## src/rtl/sirv_gnrl_dffs.sv

```systemverilog
// Generic flop cells used by the writeback output stage.
//   sirv_gnrl_dfflr : load-enable flop with asynchronous active-low reset
//                     (lden, dnxt, qout, clk, rst_n)
//   sirv_gnrl_dffl  : load-enable flop without reset
//                     (lden, dnxt, qout, clk)
module sirv_gnrl_dfflr #(
  parameter int DW = 32
) (
  input  logic          lden,
  input  logic [DW-1:0] dnxt,
  output logic [DW-1:0] qout,
  input  logic          clk,
  input  logic          rst_n
);
  logic [DW-1:0] qout_r;

  always_ff @(posedge clk or negedge rst_n) begin
    if (!rst_n)    qout_r <= '0;
    else if (lden) qout_r <= dnxt;
  end

  assign qout = qout_r;
endmodule

module sirv_gnrl_dffl #(
  parameter int DW = 32
) (
  input  logic          lden,
  input  logic [DW-1:0] dnxt,
  output logic [DW-1:0] qout,
  input  logic          clk
);
  logic [DW-1:0] qout_r;

  always_ff @(posedge clk) begin
    if (lden) qout_r <= dnxt;
  end

  assign qout = qout_r;
endmodule

```

## src/rtl/e203_exu_wbck_arb.sv

```systemverilog
// Writeback arbiter: picks one of the ALU / long-pipe writeback requests per
// cycle and registers it into a one-deep output stage driving the register
// file write port.
//
// Ports
//   clk, rst                         clock, async active-high reset
//   alu_wbck_i_*   (valid/ready/wdat/rdidx)   ALU writeback request
//   longp_wbck_i_* (valid/ready/wdat/rdidx)   LSU/div writeback request
//   rf_wbck_o_ena/rdidx/wdat         registered register-file write port
//   wbck_busy                        accepted write held in the output stage
//
// Build option
//   E203_WBCK_FAIR_EN : after FAIR_LIMIT back-to-back long-pipe grants with
//   the ALU waiting, the ALU gets one grant. Undefined = strict long-pipe
//   priority, no counter.
//
// Widths default from the e203_defines.v macros; fallbacks below keep the
// block self-contained when that file is not in the compile.
`ifndef E203_XLEN
`define E203_XLEN 32
`endif
`ifndef E203_RFIDX_WIDTH
`define E203_RFIDX_WIDTH 5
`endif
`ifndef E203_WBCK_FAIR_LIMIT
`define E203_WBCK_FAIR_LIMIT 3
`endif

module e203_exu_wbck_arb #(
  parameter int XLEN       = `E203_XLEN,
  parameter int RFIDX_W    = `E203_RFIDX_WIDTH,
  parameter int FAIR_LIMIT = `E203_WBCK_FAIR_LIMIT
) (
  input  logic               clk,
  input  logic               rst,

  input  logic               alu_wbck_i_valid,
  output logic               alu_wbck_i_ready,
  input  logic [XLEN-1:0]    alu_wbck_i_wdat,
  input  logic [RFIDX_W-1:0] alu_wbck_i_rdidx,

  input  logic               longp_wbck_i_valid,
  output logic               longp_wbck_i_ready,
  input  logic [XLEN-1:0]    longp_wbck_i_wdat,
  input  logic [RFIDX_W-1:0] longp_wbck_i_rdidx,

  output logic               rf_wbck_o_ena,
  output logic [RFIDX_W-1:0] rf_wbck_o_rdidx,
  output logic [XLEN-1:0]    rf_wbck_o_wdat,

  output logic               wbck_busy
);

  logic               alu_gnt;
  logic               longp_gnt;
  logic               wbck_hs;
  logic [RFIDX_W-1:0] sel_rdidx;
  logic [XLEN-1:0]    sel_wdat;
  logic               ena_q;
  logic [RFIDX_W-1:0] rdidx_q;
  logic [XLEN-1:0]    wdat_q;

`ifdef E203_WBCK_FAIR_EN
  // Counts long-pipe wins while the ALU is left waiting; the ALU gets the
  // slot once the count reaches FAIR_LIMIT.
  logic [2:0] fair_cnt;
  logic       fair_hit;

  assign fair_hit = (fair_cnt == 3'(FAIR_LIMIT));

  always_ff @(posedge clk or posedge rst) begin
    if (rst)                                fair_cnt <= '0;
    else if (!alu_wbck_i_valid || alu_gnt)  fair_cnt <= '0;
    else if (longp_gnt)                     fair_cnt <= fair_cnt + 3'd1;
  end

  assign alu_gnt = ~rst & alu_wbck_i_valid & (~longp_wbck_i_valid | fair_hit);
`else
  assign alu_gnt = ~rst & alu_wbck_i_valid & ~longp_wbck_i_valid;
`endif

  assign longp_gnt = ~rst & longp_wbck_i_valid & ~alu_gnt;

  // Output stage never stalls, so ready is simply the grant.
  assign alu_wbck_i_ready   = alu_gnt;
  assign longp_wbck_i_ready = longp_gnt;

  assign wbck_hs   = alu_gnt | longp_gnt;
  assign sel_rdidx = alu_gnt ? alu_wbck_i_rdidx : longp_wbck_i_rdidx;
  assign sel_wdat  = alu_gnt ? alu_wbck_i_wdat  : longp_wbck_i_wdat;

  sirv_gnrl_dfflr #(.DW(1)) u_ena_dff (
    .lden  (1'b1),
    .dnxt  (wbck_hs),
    .qout  (ena_q),
    .clk   (clk),
    .rst_n (~rst)
  );

  sirv_gnrl_dffl #(.DW(RFIDX_W)) u_rdidx_dff (
    .lden (wbck_hs),
    .dnxt (sel_rdidx),
    .qout (rdidx_q),
    .clk  (clk)
  );

  sirv_gnrl_dffl #(.DW(XLEN)) u_wdat_dff (
    .lden (wbck_hs),
    .dnxt (sel_wdat),
    .qout (wdat_q),
    .clk  (clk)
  );

  // Data flops carry no reset; force the port to zero while reset is held.
  assign rf_wbck_o_rdidx = rst ? '0 : rdidx_q;
  assign rf_wbck_o_wdat  = rst ? '0 : wdat_q;

  // Writes to x0 still occupy the stage but never reach the register file.
  assign rf_wbck_o_ena = ena_q & (|rdidx_q);
  assign wbck_busy     = ena_q;

endmodule

```

## config.mk

```make
export PLATFORM = sky130hd
export DESIGN_NAME = e203_exu_wbck_arb
export DESIGN_NICKNAME = d
export VERILOG_FILES = /design/src/rtl/sirv_gnrl_dffs.sv /design/src/rtl/e203_exu_wbck_arb.sv
export SDC_FILE = /design/constraint.sdc
export NUM_CORES = 1
export LEC_CHECK = 0
export ABC_AREA = 1
export BUFFER_PORTS_ARGS = -buffer_cell sky130_fd_sc_hd__clkbuf_2
export CAP_MARGIN = 20
export CORE_MARGIN = 3
export CORE_UTILIZATION = 47
export CTS_CLUSTER_SIZE = 24
export DETAILED_ROUTE_END_ITERATION = 8
export PLACE_DENSITY = 0.82
export SETUP_SLACK_MARGIN = 0.4
export SLEW_MARGIN = 20
export SYNTH_ARGS = -nofsm -noshare
export SYNTH_HDL_FRONTEND = slang
export SYNTH_SLANG_ARGS = --single-unit
```

## constraint.sdc

```tcl
create_clock -name clk -period 1.54 [get_ports clk]
set_input_delay 0.077 -clock clk [delete_from_list [all_inputs] [get_ports clk]]
set_output_delay 0.077 -clock clk [all_outputs]
set_load 0.02 [all_outputs]
```

After elaboration in Yosys (flattened, before gate mapping)

Cells that the tools add are included.

Flip-flop bits (word level): 38
Input port bits: 78
Output and inout bits: 41

Mux-type cells: 4
Bitwise logic cells: 9
Reduce and logical (&&, ||, !) cells: 1

Operator list:

| operator        | count |
|---|---|
| $mux 32         | 2 |
| $mux 5          | 2 |
| $and 1x1->1     | 5 |
| $reduce_or 5->1 | 1 |
| $not 1->1       | 3 |
| $or 1x1->1      | 1 |

Longest topological paths before layout

Word-level depth: 6
Depth in mapped cells: 6

Hierarchy

From an unflattened synthesis, not the netlist that was laid out.

Cells, all modules: 259
Area, all modules: 2092.0 µm²

Modules (own cells, without submodules):

| module                        | instances | cells each | area an instance (µm²) | seq. area each (µm²) |
|---|---|---|---|---|
| sirv_gnrl_dffl at u_wdat_dff  | 1         | 32         | 960.9                  | 960.9 |
| e203_exu_wbck_arb             | 1         | 217        | 940.9                  | 0.0 |
| sirv_gnrl_dffl at u_rdidx_dff | 1         | 5          | 150.1                  | 150.1 |
| sirv_gnrl_dfflr               | 1         | 5          | 40.0                   | 25.0 |

Least setup slack after synthesis

Ideal clock, no wire load.

Path type: input -> register
Start: input port longp_wbck_i_valid
End: register u_rdidx_dff.qout_r[0] (netlist: u_rdidx_dff.qout[0]) (enable)
Setup time: 485 ps
Arrival: 3132 ps
Setup slack: -2076 ps
Stages on the path: 4
Path buffers: 2
Cells stage by stage: inv_1 -> buf_4 -> buf_2 -> o21ai_0

Cells in the longest elaborated chain, start to end: 5
Elaborated cells on any way between the ends: 6
Those cells by class: 6 x bitwise

RTL lines:

| item                     | RTL line                | RTL |
|---|---|---|
| from (decl)              | e203_exu_wbck_arb.sv:42 | `input logic longp_wbck_i_valid,` |
| $not 1->1                | e203_exu_wbck_arb.sv:79 | `assign alu_gnt = ~rst & alu_wbck_i_valid & ~longp_wbck_i_valid;` |
| $and 1x1->1              | e203_exu_wbck_arb.sv:79 |  |
| $not 1->1                | e203_exu_wbck_arb.sv:82 | `assign longp_gnt = ~rst & longp_wbck_i_valid & ~alu_gnt;` |
| $and 1x1->1              | e203_exu_wbck_arb.sv:82 |  |
| $or 1x1->1 (*)           | e203_exu_wbck_arb.sv:88 | `assign wbck_hs = alu_gnt \| longp_gnt;` |
| named net u_ena_dff.dnxt | sirv_gnrl_dffs.sv:10    | `input logic [DW-1:0] dnxt,` |
| to (signal assigned)     | sirv_gnrl_dffs.sv:36    | `if (lden) qout_r <= dnxt;` |
| to (decl)                | sirv_gnrl_dffs.sv:33    | `logic [DW-1:0] qout_r;` |

The timed path passes the listed nets; every way through them passes the cells marked *.
A chain may end at the register's enable or synchronous reset.

Worst setup path in the final report

Start: register u_rdidx_dff.qout_r[2] (netlist: u_rdidx_dff.qout[2])
End: output port rf_wbck_o_ena

Cells in the longest elaborated chain, start to end: 2

RTL lines:

| item            | RTL line                 | RTL |
|---|---|---|
| $reduce_or 5->1 | e203_exu_wbck_arb.sv:119 | `assign rf_wbck_o_ena = ena_q & (\|rdidx_q);` |
| $and 1x1->1     | e203_exu_wbck_arb.sv:119 |  |
| to (decl)       | e203_exu_wbck_arb.sv:47  | `output logic rf_wbck_o_ena,` |

Every way passes these cells.

==> impl_results.rst <==
.. list-table::
   :header-rows: 1

   * - Metric
     - Value
   * - Die area
     - 5240 um2
   * - Max-cap violation count
     - 0
   * - Worst Hold Class
     - input pin to register
   * - Total grt overflow
     - 0
   * - Met3 track demand over resource in global routing
     - 6.09%
   * - Startpoint type of the worst setup path
     - register
   * - Most frequent standard cell in the layout excluding fill and tap cells
     - clkbuf_2
   * - Number of endpoints with negative hold slack in the final report
     - 0
   * - Effective utilization at floorplan
     - 50.4%
   * - Category of the critical setup timing path
     - register to output pin
   * - Cell accounting for the most synthesized area
     - edfxtp_1
   * - Register area share after synthesis
     - 54.8%
   * - Post-synthesis share of cell area spent on and, or, nand and nor gates
     - 32.5%
   * - Largest fanout of any net on the critical path
     - 2
   * - Fraction of synthesized cell area taken by the top area cell type
     - 53.6%
   * - RSZ-0062 raised after global routing
     - yes
   * - Final clock period utilization by the worst path
     - 76.2%
   * - Required time at the endpoint of the critical path
     - 1.46 ns
   * - CTS tree
     - yes
   * - Cell area after synthesis
     - 2070 um2
   * - Vias in the first global route
     - 1817
   * - Number of DRC violations after detailed-routing iteration 0
     - 141
   * - Total detailed-routing wirelength
     - 5.45 mm
   * - Vias/cell
     - 4.90
   * - Number of inserted filler cells in the final layout
     - 351
   * - Number of clock buffers inserted by TritonCTS
     - 5
   * - Adder-Cell Fraction of Synth Area
     - 0%
   * - Leading cell types in the layout, fill and taps excluded
     - clkbuf_2 (117), nand2_1 (75), nor2_1 (40), inv_1 (39)
   * - Total Nets Final
     - 448
   * - Number of antenna violations at the first check in global routing
     - 0
   * - Clock Sinks
     - 38
   * - Leakage dissipation
     - 1.59 nW
   * - Estimated wirelength of the detail-placed design
     - 3.83 mm
   * - Share of the synthesized area in compound gates (AO/OA/AOI/OAI)
     - 0.241%
   * - Total power divided by cell area
     - 883 nW/um2
   * - XOR/XNOR share of the synthesized area
     - 0%
   * - Worst ir drop on vdd
     - 0.510 mV
   * - Global placer's final weighted congestion
     - 0.750
   * - Run status
     - finished, final reports clean
   * - Antenna cells
     - 0
   * - Number of H-tree levels
     - 2
   * - Arrival time of data at the critical path endpoint
     - 1.10 ns
   * - Overall track demand over capacity in global routing
     - 19.9%
   * - Share of layout cells above drive strength 1
     - 36.9%
   * - FP Rows
     - 23
   * - Setup violations, final
     - 0
   * - Global Route met2 Usage
     - 36.9%
   * - Wire length of the first global-routing pass
     - 7.96 mm
   * - DR pass1 iterations
     - 4
   * - Number of buffers on the longest clock path
     - 2
   * - Overall die width
     - 72.4 um
   * - Count of mapped cells out of synthesis
     - 254
   * - Via count
     - 2061
   * - Count of cell types in the netlist
     - 13
   * - Synth top area cells
     - edfxtp_1 (54%), nand2_1 (14%), nand4_1 (11%), inv_1 (7.2%), nor2_1 (7.2%)
   * - Peak clock frequency supported by timing
     - 852 MHz
   * - Final core area utilization
     - 69.1%
   * - Syn_area_per_cell
     - 8.16 um2
   * - Number of routed nets with antenna violations
     - 0
   * - Register bit total from synthesis
     - 38
   * - Final count of pins violating max slew
     - 0
   * - Register clock-pin slew on the reported worst setup and hold paths
     - 0.07 ns
   * - Area of the placeable core
     - 4120 um2
   * - Pre-CTS setup slack
     - 0.228 ns
   * - Final min period
     - 1.17 ns
   * - Number of warnings issued by yosys
     - 0
   * - Met1 global-route usage
     - 21.8%
   * - Post-Route Setup TNS
     - 0 ns
   * - Maximum number of pins on one net before global-route repair
     - 41
   * - Critical path capture point type
     - output pin
   * - Port-buffer cells
     - 118
   * - Die Span Y
     - 72.4 um
   * - Routed wire per std cell
     - 13.0 um
   * - Main combinational cell family by area after synthesis
     - simple AND/OR/NAND/NOR gates
   * - Slack of the critical path
     - 0.366 ns
   * - Clk Tree Root Cell
     - clkbuf_8
   * - Net count after synthesis
     - 332
   * - Rel. slew slack
     - 75.9%
   * - DRC violation count after routing
     - 0
   * - Worst Max-Slew Pin Slew
     - 0.362 ns
   * - Top-level I/O count
     - 119
   * - Most utilized layer in the global route result
     - met2
   * - Mux cell area share after synthesis
     - 0%
   * - Area Overhead vs Synth
     - 37.2%
==> registers in the layout, indices dropped and copies added (netlist names) <==
| signal | cells |
|---|---|
| u_wdat_dff.qout | 32 |
| u_rdidx_dff.qout | 5 |
| u_ena_dff.qout | 1 |
==> Yosys cell counts <==
| library cell | n |
|---|---|
| buf_1 | 2 |
| inv_2 | 1 |
| edfxtp_1 | 37 |
| nand2_1 | 75 |
| nand3_1 | 2 |
| nor2_1 | 40 |
| inv_1 | 40 |
| o21ai_0 | 1 |
| nand4_1 | 37 |
| dfrtp_1 | 1 |
| buf_2 | 12 |
| clkbuf_1 | 2 |
| buf_4 | 4 |
==> critical path, cell delays in order (launching register included) <==
cell	delay, ns
edfxtp_1	0.41
nor2_1	0.10
nand3_1	0.07
nand2_1	0.06
inv_1	0.03
clkbuf_2	0.14
==> area by class of cell <==
| type | instances | area [um2] | area share (%) |
|---|---|---|---|
| Clock buffer | 8 | 80.1 | 2.81 |
| Inverter | 41 | 166 | 5.85 |
| Multi-Input combinational cell | 155 | 694 | 24.4 |
| Sequential cell | 38 | 1140 | 39.9 |
| Tap cell | 50 | 62.6 | 2.20 |
| Timing Repair Buffer | 127 | 688 | 24.2 |
| Timing Repair inverter | 2 | 17.5 | 0.616 |
==> metrics by stage <==
| step | cell area (um2) | total power, mW | instances | hold WS (ns) |
|---|---|---|---|---|
| finish | 2850 | 2.51 | 421 | 0.0558 |
| floorplan | 2110 | 1.64 | 254 | -0.0550 |
| global route | 2850 | 2.63 | 421 | 0.0482 |
| detailed placement | 2700 | 1.88 | 408 | 0.303 |
| global placement | 2700 | 1.85 | 408 | 0.303 |
| CTS | 2800 | 2.51 | 417 | 0.0494 |
==> cell families after synthesis <==
| logic type | Yosys count |
|---|---|
| DFF | 38 |
| buffers and inverters | 61 |
| AOI/OAI and AO/OA | 1 |
| and+or+nand+nor | 154 |
==> power breakdown <==
part	internal [mW]	switching [mW]	leakage [nW]
combinational	0.218	0.362	1.19
clock	0.321	0.319	0.0395
sequential	1.26	0.0302	0.363
==> per-layer routing <==
metal	share of wire [%]	vias up	wire length, um
met5	0	-	0
met4	0.83	0	45
met3	8.6	4	469
met2	54	92	2920
met1	37	914	2010
li1	-	1051	-
==> path summary, 6_finish.rpt <==
path,startpoint,slack (ns),endpoint,cells after the start
max in group asynchronous,rst,0.76,u_ena_dff.qout,4
min in group asynchronous,rst,0.67,u_ena_dff.qout,4
worst max-delay path,u_rdidx_dff.qout[2],0.37,rf_wbck_o_ena,5
worst min-delay path,longp_wbck_i_wdat[18],0.06,u_wdat_dff.qout[18],3
==> what timing repair did <==
item,CTS,global route
hold buffers,1,0
setup buffers,0,2
gates resized for setup,1,5
endpoints found under the hold margin,1,0
cloned,0,2
setup endpoints to repair,2,2
pin swaps,0,0
Power figures use the tool's default switching activity.
